$ cat src/rtl/demux_tdm_4lanes_if.sv
// Serial-in / four-lane-out bus of the TDM demultiplexer.
// The stream source drives the master side; the demultiplexer is the slave.
interface demux_tdm_4lanes_if #(
  parameter int BW = 8
);
  logic [BW-1:0] Entrada;
  logic          validEntrada;
  logic [BW-1:0] Salida0;
  logic [BW-1:0] Salida1;
  logic [BW-1:0] Salida2;
  logic [BW-1:0] Salida3;
  logic          validSalida0;
  logic          validSalida1;
  logic          validSalida2;
  logic          validSalida3;
  logic          palabra_lista;

  modport master (
    output Entrada, validEntrada,
    input  Salida0, Salida1, Salida2, Salida3,
    input  validSalida0, validSalida1, validSalida2, validSalida3,
    input  palabra_lista
  );

  modport slave (
    input  Entrada, validEntrada,
    output Salida0, Salida1, Salida2, Salida3,
    output validSalida0, validSalida1, validSalida2, validSalida3,
    output palabra_lista
  );
endinterface

$ cat src/rtl/demux_tdm_4lanes.sv
// 1:4 time-division demultiplexer: slot k of each 4-cycle frame goes to lane k,
// all lanes update together at slot 3. Optional macro DEMUX_ALINEAR_EN aligns the frame to the first valid byte.
module demux_tdm_lane #(
  parameter int BW = 8
) (
  input  logic          clk_4f,
  input  logic          reset,
  input  logic          xfer,
  input  logic [BW-1:0] din,
  input  logic          din_v,
  output logic [BW-1:0] dout,
  output logic          dout_v
);
  // An invalid slot refreshes the flag but leaves the lane's last good byte in place.
  always_ff @(posedge clk_4f or posedge reset) begin
    if (reset) begin
      dout   <= '0;
      dout_v <= 1'b0;
    end else if (xfer) begin
      dout_v <= din_v;
      if (din_v) dout <= din;
    end
  end
endmodule

module demux_tdm_4lanes #(
  parameter int BW = 8
) (
  input  logic                 clk_4f,
  input  logic                 reset,
  demux_tdm_4lanes_if.slave    bus
);
  localparam int NUM_LANES = 4;

  logic [1:0]                          slot;
  logic [NUM_LANES-2:0][BW-1:0]        stage;
  logic [NUM_LANES-2:0]                stage_v;
  logic                                xfer;
  logic                                advance;
  logic                                pl_q;
  logic [NUM_LANES-1:0][BW-1:0]        lane_d;
  logic [NUM_LANES-1:0]                lane_v;
  logic [NUM_LANES-1:0][BW-1:0]        lane_q;
  logic [NUM_LANES-1:0]                lane_qv;

`ifdef DEMUX_ALINEAR_EN
  logic aligned;

  // Counter parks on slot 0 until the first valid byte marks the frame start.
  always_ff @(posedge clk_4f or posedge reset) begin
    if (reset) aligned <= 1'b0;
    else if (bus.validEntrada) aligned <= 1'b1;
  end

  assign advance = aligned | bus.validEntrada;
`else
  assign advance = 1'b1;
`endif

  assign xfer = (slot == 2'd3);

  always_ff @(posedge clk_4f or posedge reset) begin
    if (reset) begin
      slot    <= '0;
      stage   <= '0;
      stage_v <= '0;
      pl_q    <= 1'b0;
    end else begin
      slot <= slot + {1'b0, advance};
      pl_q <= xfer;
      if (xfer) begin
        stage_v <= '0;
      end else begin
        for (int k = 0; k < NUM_LANES-1; k++) begin
          if (slot == 2'(k)) begin
            stage[k]   <= bus.Entrada;
            stage_v[k] <= bus.validEntrada;
          end
        end
      end
    end
  end

  // Lane 3 bypasses staging: its byte arrives on the transfer edge itself.
  assign lane_d = {bus.Entrada, stage};
  assign lane_v = {bus.validEntrada, stage_v};

  for (genvar g = 0; g < NUM_LANES; g++) begin : g_lane
    demux_tdm_lane #(.BW(BW)) u_lane (
      .clk_4f (clk_4f),
      .reset  (reset),
      .xfer   (xfer),
      .din    (lane_d[g]),
      .din_v  (lane_v[g]),
      .dout   (lane_q[g]),
      .dout_v (lane_qv[g])
    );
  end

  assign bus.Salida0       = lane_q[0];
  assign bus.Salida1       = lane_q[1];
  assign bus.Salida2       = lane_q[2];
  assign bus.Salida3       = lane_q[3];
  assign bus.validSalida0  = lane_qv[0];
  assign bus.validSalida1  = lane_qv[1];
  assign bus.validSalida2  = lane_qv[2];
  assign bus.validSalida3  = lane_qv[3];
  assign bus.palabra_lista = pl_q;
endmodule

$ cat src/flat_wrapper.sv
// flat-port wrapper written by rule: the top's interface ports become plain ports
module demux_tdm_4lanes_flat 
#(
  parameter int BW = 8
)
  (clk_4f, reset, bus_Entrada, bus_validEntrada, bus_Salida0, bus_Salida1, bus_Salida2, bus_Salida3, bus_validSalida0, bus_validSalida1, bus_validSalida2, bus_validSalida3, bus_palabra_lista);
  demux_tdm_4lanes_if #(.BW(BW)) bus_i ();
  input  logic clk_4f;
  input  logic reset;
  input wire logic [$bits(bus_i.Entrada)-1:0] bus_Entrada;
  input wire logic [$bits(bus_i.validEntrada)-1:0] bus_validEntrada;
  output wire logic [$bits(bus_i.Salida0)-1:0] bus_Salida0;
  output wire logic [$bits(bus_i.Salida1)-1:0] bus_Salida1;
  output wire logic [$bits(bus_i.Salida2)-1:0] bus_Salida2;
  output wire logic [$bits(bus_i.Salida3)-1:0] bus_Salida3;
  output wire logic [$bits(bus_i.validSalida0)-1:0] bus_validSalida0;
  output wire logic [$bits(bus_i.validSalida1)-1:0] bus_validSalida1;
  output wire logic [$bits(bus_i.validSalida2)-1:0] bus_validSalida2;
  output wire logic [$bits(bus_i.validSalida3)-1:0] bus_validSalida3;
  output wire logic [$bits(bus_i.palabra_lista)-1:0] bus_palabra_lista;
  assign bus_i.Entrada = bus_Entrada;
  assign bus_i.validEntrada = bus_validEntrada;
  assign bus_Salida0 = bus_i.Salida0;
  assign bus_Salida1 = bus_i.Salida1;
  assign bus_Salida2 = bus_i.Salida2;
  assign bus_Salida3 = bus_i.Salida3;
  assign bus_validSalida0 = bus_i.validSalida0;
  assign bus_validSalida1 = bus_i.validSalida1;
  assign bus_validSalida2 = bus_i.validSalida2;
  assign bus_validSalida3 = bus_i.validSalida3;
  assign bus_palabra_lista = bus_i.palabra_lista;
  demux_tdm_4lanes #(.BW(BW)) u_core (.clk_4f(clk_4f), .reset(reset), .bus(bus_i));
endmodule
$ cat config.mk
export PLATFORM = sky130hd
export DESIGN_NAME = demux_tdm_4lanes_flat
export DESIGN_NICKNAME = d
export VERILOG_FILES = /design/src/rtl/demux_tdm_4lanes_if.sv /design/src/rtl/demux_tdm_4lanes.sv /design/src/flat_wrapper.sv
export SDC_FILE = /design/constraint.sdc
export NUM_CORES = 1
export LEC_CHECK = 0
export ABC_AREA = 1
export ABC_CLOCK_PERIOD_IN_PS = 1600
export BUFFER_PORTS_ARGS = -buffer_cell sky130_fd_sc_hd__buf_4
export CAP_MARGIN = 20
export CORE_AREA = 2 2 79 81
export DETAILED_ROUTE_END_ITERATION = 16
export DIE_AREA = 0 0 81 83
export PLACE_DENSITY = 0.7
export SLEW_MARGIN = 0
export SYNTH_ARGS = -nofsm -noshare
export SYNTH_HDL_FRONTEND = slang
export SYNTH_HIERARCHICAL = 1
export SYNTH_SLANG_ARGS = --single-unit
$ cat constraint.sdc
create_clock -name clk_4f -period 1.6 [get_ports clk_4f]
set_clock_uncertainty 0.1 [all_clocks]
set_input_delay 0.16 -clock clk_4f [delete_from_list [all_inputs] [get_ports clk_4f]]
set_output_delay 0.16 -clock clk_4f [all_outputs]
set_load 0.005 [all_outputs]
==> results.cfg <==
[logic_synthesis]
yosys_warnings = 6
syn_area_um2 = 2750
yosysSeqAreaShare_pct = 60.1
avgSynthCellArea_um2 = 9.71
ys_types = 11
netlist.area_leader.share_pct = 60.1
synth_nets = 298
synth-seq-cells = 66
syn_inst = 283
synth_top_area_cell = dfrtp_1
synth_area_leaders = dfrtp_1 60%, nand2_1 13%, nand3_1 6.2%

[sta]
setup_violations = 0
drv_slew = 0
timing.setup.tns_ns = 0
hold_viol_final = 0
post-route-period-util_pct = 85.3
hold_ws_ns = 0.0485
slew_headroom_pct = 69.1
rsz0062_at_grt = false
tightest_slew_ns = 0.463
fmax_mhz = 733
period_needed_ns = 1.36

[die]
row_count = 28
start_util_pct = 47.3
die_w_um = 81
ios = 48
die-area_um2 = 6720
core_area_um2 = 5820
die_h_um = 83

[outcome]
status = finished, final reports clean

[critical_path]
critical_path_class = register to register
cp_data_arrival_time_ns = 1.46
start_kind = register
crit_required_ns = 1.70
cp_max_fo = 16
crit_path_end_kind = register

[placed_design]
postPlaceCellArea_um2 = 3120
portBuffers = 47
gp_congestion = 0.745
hpwl_um = 3880

[grt]
grt_pass1_wl_um = 9360
antenna_found_initial = 0
grt_util_all_layers_pct = 18.6
grt_overflow_total = 0
grt_pass1_vias = 1963
grt_max_degree = 25

[clock_tree]
cts_hold_buf = 9
post_cts_resize_count = 0
cts_setup_buffers = 0
cts_max_level = 3
max-clock-path-buffers = 2
clkLatencyLatePin_ns = 0.34
cts_sinks = 66
cts_buffers = 9
cts_tree = yes
cts-root-buf = clkbuf_8
clk_pin_slew_worst_paths_ns = 0.07

[power_and_ir_drop]
powerDensity_nw_per_um2 = 993
clkPwrFrac_pct = 35.6
total_power_mw = 3.36
peakVddDrop_uv = 544
p_sw_share_pct = 25.5
power_frac_seq_pct = 54.9
p_comb_share_pct = 9.6
p_leak_nw = 1.78
netSwitchingPower_mw = 0.855
intPower_mw = 2.50

[worst_hold_path]
hold_path_class = primary input to register

[final_layout]
num_antenna_cells = 0
layout.nets = 358
final_area_um2 = 3380
synthToLayoutAreaGrowth_pct = 23.0
layout-drive-gt1-share_pct = 21.8

[route]
wl_per_cell_um = 13.1
drt-total-wl_um = 5550
viasPerCell = 4.71
drtPass1Iterations = 4
drc = 0
vias = 1994
final_antenna_net_count = 0
dr.first_iter.drc_count = 142

[flow_run]
drv_cap = 0
-- worst paths after layout --
check	startpoint	to	slack (ns)	cells after the start
worst max-delay path	u_core/slot[0]	u_core/lane_d[4]	0.24	3
worst min-delay path	bus_validEntrada	u_core/stage_v[0]	0.05	3
worst max register to register	u_core/slot[0]	u_core/lane_d[4]	0.24	3
worst min register to register	u_core/g_lane[2].u_lane/dout[7]	u_core/g_lane[2].u_lane/dout[7]	0.37	2
max in group asynchronous	reset	u_core/lane_d[1]	0.58	4
min in group asynchronous	reset	u_core/g_lane[0].u_lane/dout[3]	0.26	3
-- cells by family after synthesis --
group	synth area share [%]
AOI/OAI and AO/OA	5.37
adders and majority gates	1.82
buffers and inverters	10.2
DFF	60.1
and+or+nand+nor	22.5
-- metrics by stage --
| step | std cells | utilization [%] | setup WS, ns |
|---|---|---|---|
| final | 423 | 58.1 | 0.236 |
| after global routing | 423 | 58.1 | 0.0983 |
| after CTS | 423 | 58.1 | 0.251 |
| after detailed placement | 398 | 53.7 | 0.257 |
| after global placement | 398 | 53.7 | 0.319 |
| after floorplan | 283 | - | 0.349 |
-- power groups by stage --
| stage | clock network (mW) | registers, mW | logic (mW) |
|---|---|---|---|
| global route | 1.33 | 1.86 | 0.365 |
| detailed placement | 0 | 1.87 | 0.312 |
| global placement | 0 | 1.87 | 0.302 |
| CTS | 1.23 | 1.84 | 0.330 |
| floorplan | 0 | 1.87 | 0.121 |
| finish | 1.19 | 1.84 | 0.321 |
-- cell type report --
class / instances / area, um^2
fill: 538 / 2430
sequential: 66 / 1650
multi-input combinational: 168 / 818
timing repair buffer: 62 / 513
inverter: 36 / 135
clock buffer: 9 / 124
tap: 75 / 93.8
clock inverter: 7 / 45.0
-- layout by cell type (no fill, tap or decap), types with 2 or more instances in the layout --
cell type / n
buf_4: 51
clkbuf_8: 9
dfrtp_1: 66
nand2_1: 95
clkinv_2: 4
dlygate4sd3_1: 9
o21ai_0: 19
o21ai_1: 7
nand3_1: 34
buf_12: 2
nor2_1: 3
inv_1: 36
o21ai_2: 2
nand2_8: 4
ha_1: 3
-- synth_stat cells, drive strengths merged --
library cell  number
dfrtp             66
buf               13
nor2               3
o21ai             28
nand3             34
nand2             99
ha                 4
inv               36
-- per-layer routing --
metal	part of all wire, %	wire, um	track usage (%)
met1	41	2280	24.9
met2	50	2780	28.2
met3	6.8	379	5.33
met4	1.9	108	8.17
met5	0	0	0
-- critical path, cell delays in order (launching register included) --
cell and delay (ns):
dfrtp_1 0.41, inv_1 0.11, ha_1 0.43, o21ai_0 0.17
-- state kept, by name, summed over array words and instances, names as in the netlist --
signal,cells
u_core/bus.palabra_lista,1
u_core/g_lane.u_lane/dout,32
u_core/g_lane.u_lane/dout_v,4
u_core/lane_d,24
u_core/slot,2
u_core/stage_v,3
No activity file was read; power rests on OpenSTA's default activity.
